===== config.mk =====
export PLATFORM = sky130hd
export DESIGN_NAME = nibble_serial_sub_ctrl_flat
export DESIGN_NICKNAME = d
export VERILOG_FILES = /design/src/rtl/nibble_serial_sub_ctrl_if.sv /design/src/rtl/nibble_serial_sub_ctrl.sv /design/src/flat_wrapper.sv
export SDC_FILE = /design/constraint.sdc
export NUM_CORES = 1
export LEC_CHECK = 0
export BUFFER_PORTS_ARGS = -buffer_cell sky130_fd_sc_hd__buf_2
export CAP_MARGIN = 25
export CORE_ASPECT_RATIO = 0.8
export CORE_MARGIN = 4
export CORE_UTILIZATION = 40
export CTS_CLUSTER_DIAMETER = 150
export DETAILED_ROUTE_END_ITERATION = 10
export GPL_TIMING_DRIVEN = 0
export MAX_ROUTING_LAYER = met4
export PLACE_DENSITY_LB_ADDON = 0.08
export SYNTH_ARGS = -nofsm -noshare
export SYNTH_HDL_FRONTEND = slang
export SYNTH_SLANG_ARGS = --single-unit

===== constraint.sdc =====
create_clock -name clk -period 2.35 [get_ports clk]
set_input_delay 0.3525 -clock clk [delete_from_list [all_inputs] [get_ports clk]]
set_output_delay 0.3525 -clock clk [all_outputs]
set_load 0.02 [all_outputs]

===== src/rtl/nibble_serial_sub_ctrl_if.sv =====
`default_nettype none
// ============================================================================
// Module  : nibble_serial_sub_ctrl_if
// Brief   : Bundles the operand port, result port and shared-slice signals
//           of the nibble-serial subtract sequencer.
// Revision: 1.0  initial release
// ============================================================================
interface nibble_serial_sub_ctrl_if #(
  parameter int NIBBLES = 4
);
  localparam int W = 4 * NIBBLES;

  // operand port
  logic         in_valid;
  logic         in_ready;
  logic [W-1:0] in_a;
  logic [W-1:0] in_b;

  // shared 4-bit slice
  logic [3:0]   slice_a;
  logic [3:0]   slice_b;
  logic         slice_cin;
  logic [3:0]   slice_d;
  logic         slice_cout;

  // result port
  logic         out_valid;
  logic         out_ready;
  logic [W-1:0] out_diff;
  logic         out_borrow;
  logic         out_zero;
  logic         out_ovf;

  // Controller view
  modport slave (
    input  in_valid, in_a, in_b, out_ready, slice_d, slice_cout,
    output in_ready, out_valid, out_diff, out_borrow, out_zero, out_ovf,
    output slice_a, slice_b, slice_cin
  );

  // Environment view: operand source, result sink and the slice itself
  modport master (
    output in_valid, in_a, in_b, out_ready, slice_d, slice_cout,
    input  in_ready, out_valid, out_diff, out_borrow, out_zero, out_ovf,
    input  slice_a, slice_b, slice_cin
  );
endinterface
`default_nettype wire


===== src/rtl/nibble_serial_sub_ctrl.sv =====
`default_nettype none
// ============================================================================
// Module  : nibble_serial_sub_ctrl
// Brief   : Subtracts wide operands one nibble per cycle (LSB first) on a
//           shared external 4-bit a + ~b + cin slice, chaining the carry and
//           returning difference, borrow, zero and signed-overflow flags.
// Revision: 1.0  initial release
// ============================================================================
module nibble_serial_sub_ctrl #(
  parameter int NIBBLES = 4
) (
  input  logic                          clk,
  input  logic                          rst_n,
  nibble_serial_sub_ctrl_if.slave       bus
);

  localparam int W     = 4 * NIBBLES;
  localparam int IDX_W = (NIBBLES > 1) ? $clog2(NIBBLES) : 1;
  localparam logic [IDX_W-1:0] LAST_IDX = IDX_W'(NIBBLES - 1);

  typedef enum logic [1:0] {
    IDLE = 2'd0,
    RUN  = 2'd1,
    DONE = 2'd2
  } state_t;

  state_t           state;
  state_t           next_state;
  logic [IDX_W-1:0] idx;
  logic             carry;
  logic [W-1:0]     op_a;
  logic [W-1:0]     op_b;
  logic [W-1:0]     diff_acc;
  logic             borrow_flag;
  logic             zero_flag;
  logic             ovf_flag;

  logic             in_ready_c;
  logic             out_valid_c;
  logic [3:0]       slice_a_c;
  logic [3:0]       slice_b_c;
  logic             slice_cin_c;
  logic [W-1:0]     diff_next;
  logic             accept;
  logic             last_nibble;

  assign accept      = bus.in_valid & in_ready_c;
  assign last_nibble = (idx == LAST_IDX);

  // State register; reset aborts any operation in flight
  always_ff @(posedge clk or negedge rst_n) begin
    if (!rst_n) begin
      state <= IDLE;
    end else begin
      state <= next_state;
    end
  end

  // Next-state, handshake and slice drive; the slice is idle (0,0,cin=1) outside RUN
  always_comb begin
    next_state  = state;
    in_ready_c  = 1'b0;
    out_valid_c = 1'b0;
    slice_a_c   = 4'h0;
    slice_b_c   = 4'h0;
    slice_cin_c = 1'b1;
    case (state)
      IDLE: begin
        in_ready_c = 1'b1;
        if (bus.in_valid) begin
          next_state = RUN;
        end
      end
      RUN: begin
        slice_a_c   = op_a[{idx, 2'b00} +: 4];
        slice_b_c   = op_b[{idx, 2'b00} +: 4];
        slice_cin_c = carry;
        if (last_nibble) begin
          next_state = DONE;
        end
      end
      DONE: begin
        out_valid_c = 1'b1;
        if (bus.out_ready) begin
          next_state = IDLE;
        end
      end
      default: next_state = IDLE;
    endcase
  end

  // Difference with the current slice nibble merged in, so the flags can be
  // taken from the complete result on the last RUN cycle
  always_comb begin
    diff_next                      = diff_acc;
    diff_next[{idx, 2'b00} +: 4]   = bus.slice_d;
  end

  // Operand latch, nibble walk, carry chain and flag capture
  always_ff @(posedge clk or negedge rst_n) begin
    if (!rst_n) begin
      idx         <= '0;
      carry       <= 1'b0;
      op_a        <= '0;
      op_b        <= '0;
      diff_acc    <= '0;
      borrow_flag <= 1'b0;
      zero_flag   <= 1'b0;
      ovf_flag    <= 1'b0;
    end else begin
      if (state == IDLE && accept) begin
        op_a  <= bus.in_a;
        op_b  <= bus.in_b;
        idx   <= '0;
        carry <= 1'b1;
      end else if (state == RUN) begin
        diff_acc <= diff_next;
        carry    <= bus.slice_cout;
        if (last_nibble) begin
          borrow_flag <= ~bus.slice_cout;
          zero_flag   <= (diff_next == '0);
          ovf_flag    <= (op_a[W-1] != op_b[W-1]) & (diff_next[W-1] != op_a[W-1]);
        end else begin
          idx <= idx + 1'b1;
        end
      end
    end
  end

  assign bus.in_ready   = in_ready_c;
  assign bus.out_valid  = out_valid_c;
  assign bus.slice_a    = slice_a_c;
  assign bus.slice_b    = slice_b_c;
  assign bus.slice_cin  = slice_cin_c;
  assign bus.out_diff   = diff_acc;
  assign bus.out_borrow = borrow_flag;
  assign bus.out_zero   = zero_flag;
  assign bus.out_ovf    = ovf_flag;

endmodule
`default_nettype wire

===== src/flat_wrapper.sv =====
// flat-port wrapper written by rule: the top's interface ports become plain ports
module nibble_serial_sub_ctrl_flat 
#(
  parameter int NIBBLES = 4
)
  (clk, rst_n, bus_in_valid, bus_in_a, bus_in_b, bus_out_ready, bus_slice_d, bus_slice_cout, bus_in_ready, bus_out_valid, bus_out_diff, bus_out_borrow, bus_out_zero, bus_out_ovf, bus_slice_a, bus_slice_b, bus_slice_cin);
  nibble_serial_sub_ctrl_if #(.NIBBLES(NIBBLES)) bus_i ();
  input  logic clk;
  input  logic rst_n;
  input wire logic [$bits(bus_i.in_valid)-1:0] bus_in_valid;
  input wire logic [$bits(bus_i.in_a)-1:0] bus_in_a;
  input wire logic [$bits(bus_i.in_b)-1:0] bus_in_b;
  input wire logic [$bits(bus_i.out_ready)-1:0] bus_out_ready;
  input wire logic [$bits(bus_i.slice_d)-1:0] bus_slice_d;
  input wire logic [$bits(bus_i.slice_cout)-1:0] bus_slice_cout;
  output wire logic [$bits(bus_i.in_ready)-1:0] bus_in_ready;
  output wire logic [$bits(bus_i.out_valid)-1:0] bus_out_valid;
  output wire logic [$bits(bus_i.out_diff)-1:0] bus_out_diff;
  output wire logic [$bits(bus_i.out_borrow)-1:0] bus_out_borrow;
  output wire logic [$bits(bus_i.out_zero)-1:0] bus_out_zero;
  output wire logic [$bits(bus_i.out_ovf)-1:0] bus_out_ovf;
  output wire logic [$bits(bus_i.slice_a)-1:0] bus_slice_a;
  output wire logic [$bits(bus_i.slice_b)-1:0] bus_slice_b;
  output wire logic [$bits(bus_i.slice_cin)-1:0] bus_slice_cin;
  assign bus_i.in_valid = bus_in_valid;
  assign bus_i.in_a = bus_in_a;
  assign bus_i.in_b = bus_in_b;
  assign bus_i.out_ready = bus_out_ready;
  assign bus_i.slice_d = bus_slice_d;
  assign bus_i.slice_cout = bus_slice_cout;
  assign bus_in_ready = bus_i.in_ready;
  assign bus_out_valid = bus_i.out_valid;
  assign bus_out_diff = bus_i.out_diff;
  assign bus_out_borrow = bus_i.out_borrow;
  assign bus_out_zero = bus_i.out_zero;
  assign bus_out_ovf = bus_i.out_ovf;
  assign bus_slice_a = bus_i.slice_a;
  assign bus_slice_b = bus_i.slice_b;
  assign bus_slice_cin = bus_i.slice_cin;
  nibble_serial_sub_ctrl #(.NIBBLES(NIBBLES)) u_core (.clk(clk), .rst_n(rst_n), .bus(bus_i));
endmodule

==> results.yml <==
run:
  maxCapViolCount: 0
sta:
  tightest_slew_ns: 0.535
  rsz0062_at_grt: "false"
  fin_crit_ns: 2.19
  slew_headroom_pct: 64.4
  skew_ns: 0.00967
  report.final.hold_viol_count: 0
  fmax_ghz: 0.458
  fin_crit_sh_pct: 93.0
  drv_slew: 0
  setup_ws_ns: 0.165
  setup_viol: 0
  fin_hold_ws_ns: 0.00189
yosys:
  ys_types: 40
  synth_ff_type: "dfrtp_1"
  syn_area_mm2: 0.00272
  ys_seq_area_share_pct: 51.6
  yosys-top-cells-area: "dfrtp_1, nand2_1, mux4_2"
  yosysTopAreaCell: "dfrtp_1"
  syn_avg_cell_area_um2: 9.50
  ys_seq_elements: 56
  synth-async-reset-ratio_pct: 100
  yosysWarnings: 0
  synth_nets: 333
  synth_top_cell_area_share_pct: 51.6
  syn-instance-count: 286
  synth_enable_flop_cells: 0
global_route:
  globalRouteTotalUtil_pct: 17.6
  antenna_found_initial: 0
  grt_pass1_vias: 2151
  grt_start_max_net_pins: 37
  overflow: 0
  grt_pass1_wl_um: 10800
clocking:
  insertion_delay_ns: 0.30
  ctsLongestPathBuffers: 2
  cts_max_level: 2
  cts_tree: "built"
  cts-root-buf: "clkbuf_8"
  numCtsBuffers: 5
  clk_pin_slew_ns: 0.10
  cts_sinks: 56
place:
  dpl_worst_slack_ns: -0.211
  gp_congestion: 0.763
  hpwl_um: 4820
  dp_cells: 441
  port_buffers: 70
floorplan:
  die-area_mm2: 0.00819
  die_h_um: 81.7
  core_mm2: 0.00651
  die-width_um: 100
  row_count: 26
  start_util_pct: 41.8
  pin_count: 71
routing:
  ant_nets: 0
  vias_per_cell: 4.87
  first_iter_violations: 89
  routedWlPerCell_um: 14.5
  drt-total-wl_um: 6520
  drt_drc_violations_left: 0
  drtPass1Iterations: 4
  dr_total_vias: 2188
pwr:
  finalPower_uw: 4530
  ir_drop_mv: 0.635
  power.density_mw_per_mm2: 1360
  p_leak_uw: 0.00175
critical_path:
  end_kind: "flop"
  required_ns: 2.54
  timing_worst_setup_path_type: "reg -> reg"
  arrival_ns: 2.38
  start_kind: "flop"
  critPathMaxFanout: 10
layout:
  antenna_cells: 0
  syn_to_final_growth_pct: 22.0
  fin_util_pct: 51.0
  final_common_cell: "nand2_1"
  nets: 412
  final_cell_mix: "nand2_1, buf_2, dfrtp_1"
  drive_above_1_share_pct: 29.0
  instances_no_fill: 449
min_path:
  hold_class: "in -> async"
outcome:
  status: "finished clean"
## final timing paths
path                       slack, ns                      to             from  depth (start not counted)
hold / removal                 0.002          u_core.op_a[2]            rst_n                          1
setup / recovery                0.16      u_core.bus.out_ovf    u_core.idx[0]                          9
min in group clk                0.23          u_core.op_a[2]      bus_in_a[2]                          3
hold reg to reg                 0.48         u_core.op_b[14]  u_core.op_b[14]                          2
setup reg to reg                0.16      u_core.bus.out_ovf    u_core.idx[0]                          9
max in group asynchronous       1.77  u_core.bus.out_diff[5]            rst_n                          2
## flip-flops by register name, indices dropped and copies added (netlist names)
name / flops
u_core.op_b: 16
u_core.op_a: 16
u_core.bus.out_borrow: 1
u_core.state: 2
u_core.bus.out_zero: 1
u_core.bus.out_diff: 16
u_core.carry: 1
u_core.idx: 2
u_core.bus.out_ovf: 1
## cell usage after synthesis, types with 2 or more instances
cell type	count
a21oi_1	2
a22o_1	5
a31oi_1	2
and2_1	9
buf_2	3
buf_6	3
clkbuf_1	7
dfrtp_1	56
ha_1	6
inv_1	5
mux4_2	8
nand2_1	125
nand2b_1	2
nor2_1	9
nor2b_1	2
nor3_1	2
nor4_1	3
o21ai_0	14
o22ai_1	2
## critical path, stage by stage, from the launching register on
cell and delay [ns]:
dfrtp_1 0.37, buf_6 0.15, buf_12 0.16, inv_2 0.06
ha_1 0.30, buf_6 0.14, nor4b_4 0.35, a31oi_2 0.17
nor4bb_1 0.15, a211o_1 0.22
## report_power, final
| part | total [uW] | switching (uW) | internal [uW] |
|---|---|---|---|
| logic | 2400 | 1370 | 1030 |
| clock network | 501 | 297 | 204 |
| registers | 1630 | 254 | 1370 |
## cell type report
type                            count  area [um^2]
Multi-Input combinational cell    211         1230
Fill cell                         659         3190
Sequential cell                    56         1400
Timing Repair Buffer               72          378
Clock inverter                      1         5.00
Tap cell                           84          105
Inverter                            5         18.8
Buffer                             14          101
Clock buffer                        6         72.6
## through the flow
step	area [um^2]	TNS, ns
detailed placement	3190	-0.884
floorplan	2720	0
CTS	3280	0
global route	3320	0
finish	3320	0
global placement	3170	-0.519
## metal layers
metal | up-vias | track usage (%) | wire length (um)
met5 | - | - | 0
met4 | 0 | 4.71 | 62
met3 | 8 | 3.65 | 383
met2 | 53 | 24.4 | 2700
met1 | 1023 | 26.0 | 3380
li1 | 1104 | - | -
## kinds of logic after synthesis
group | after synthesis | share of synthesized area [%]
AOI/OAI and AO/OA | 31 | 7.83
DFF | 56 | 51.6
muxes | 9 | 7.00
adders and majority gates | 6 | 2.76
xor gates and xnor gates | 1 | 0.322
buffers and inverters | 19 | 3.73
and+or+nand+nor | 164 | 26.8
## repair_timing
action	in CTS	in global routing
endpoints found under the hold margin	0	0
buffers inserted	0	1
setup endpoints to repair	18	13
hold buffers	0	0
pin swaps	0	2
resized for setup	4	10
Note: power is estimated with default switching activity, not from simulation.
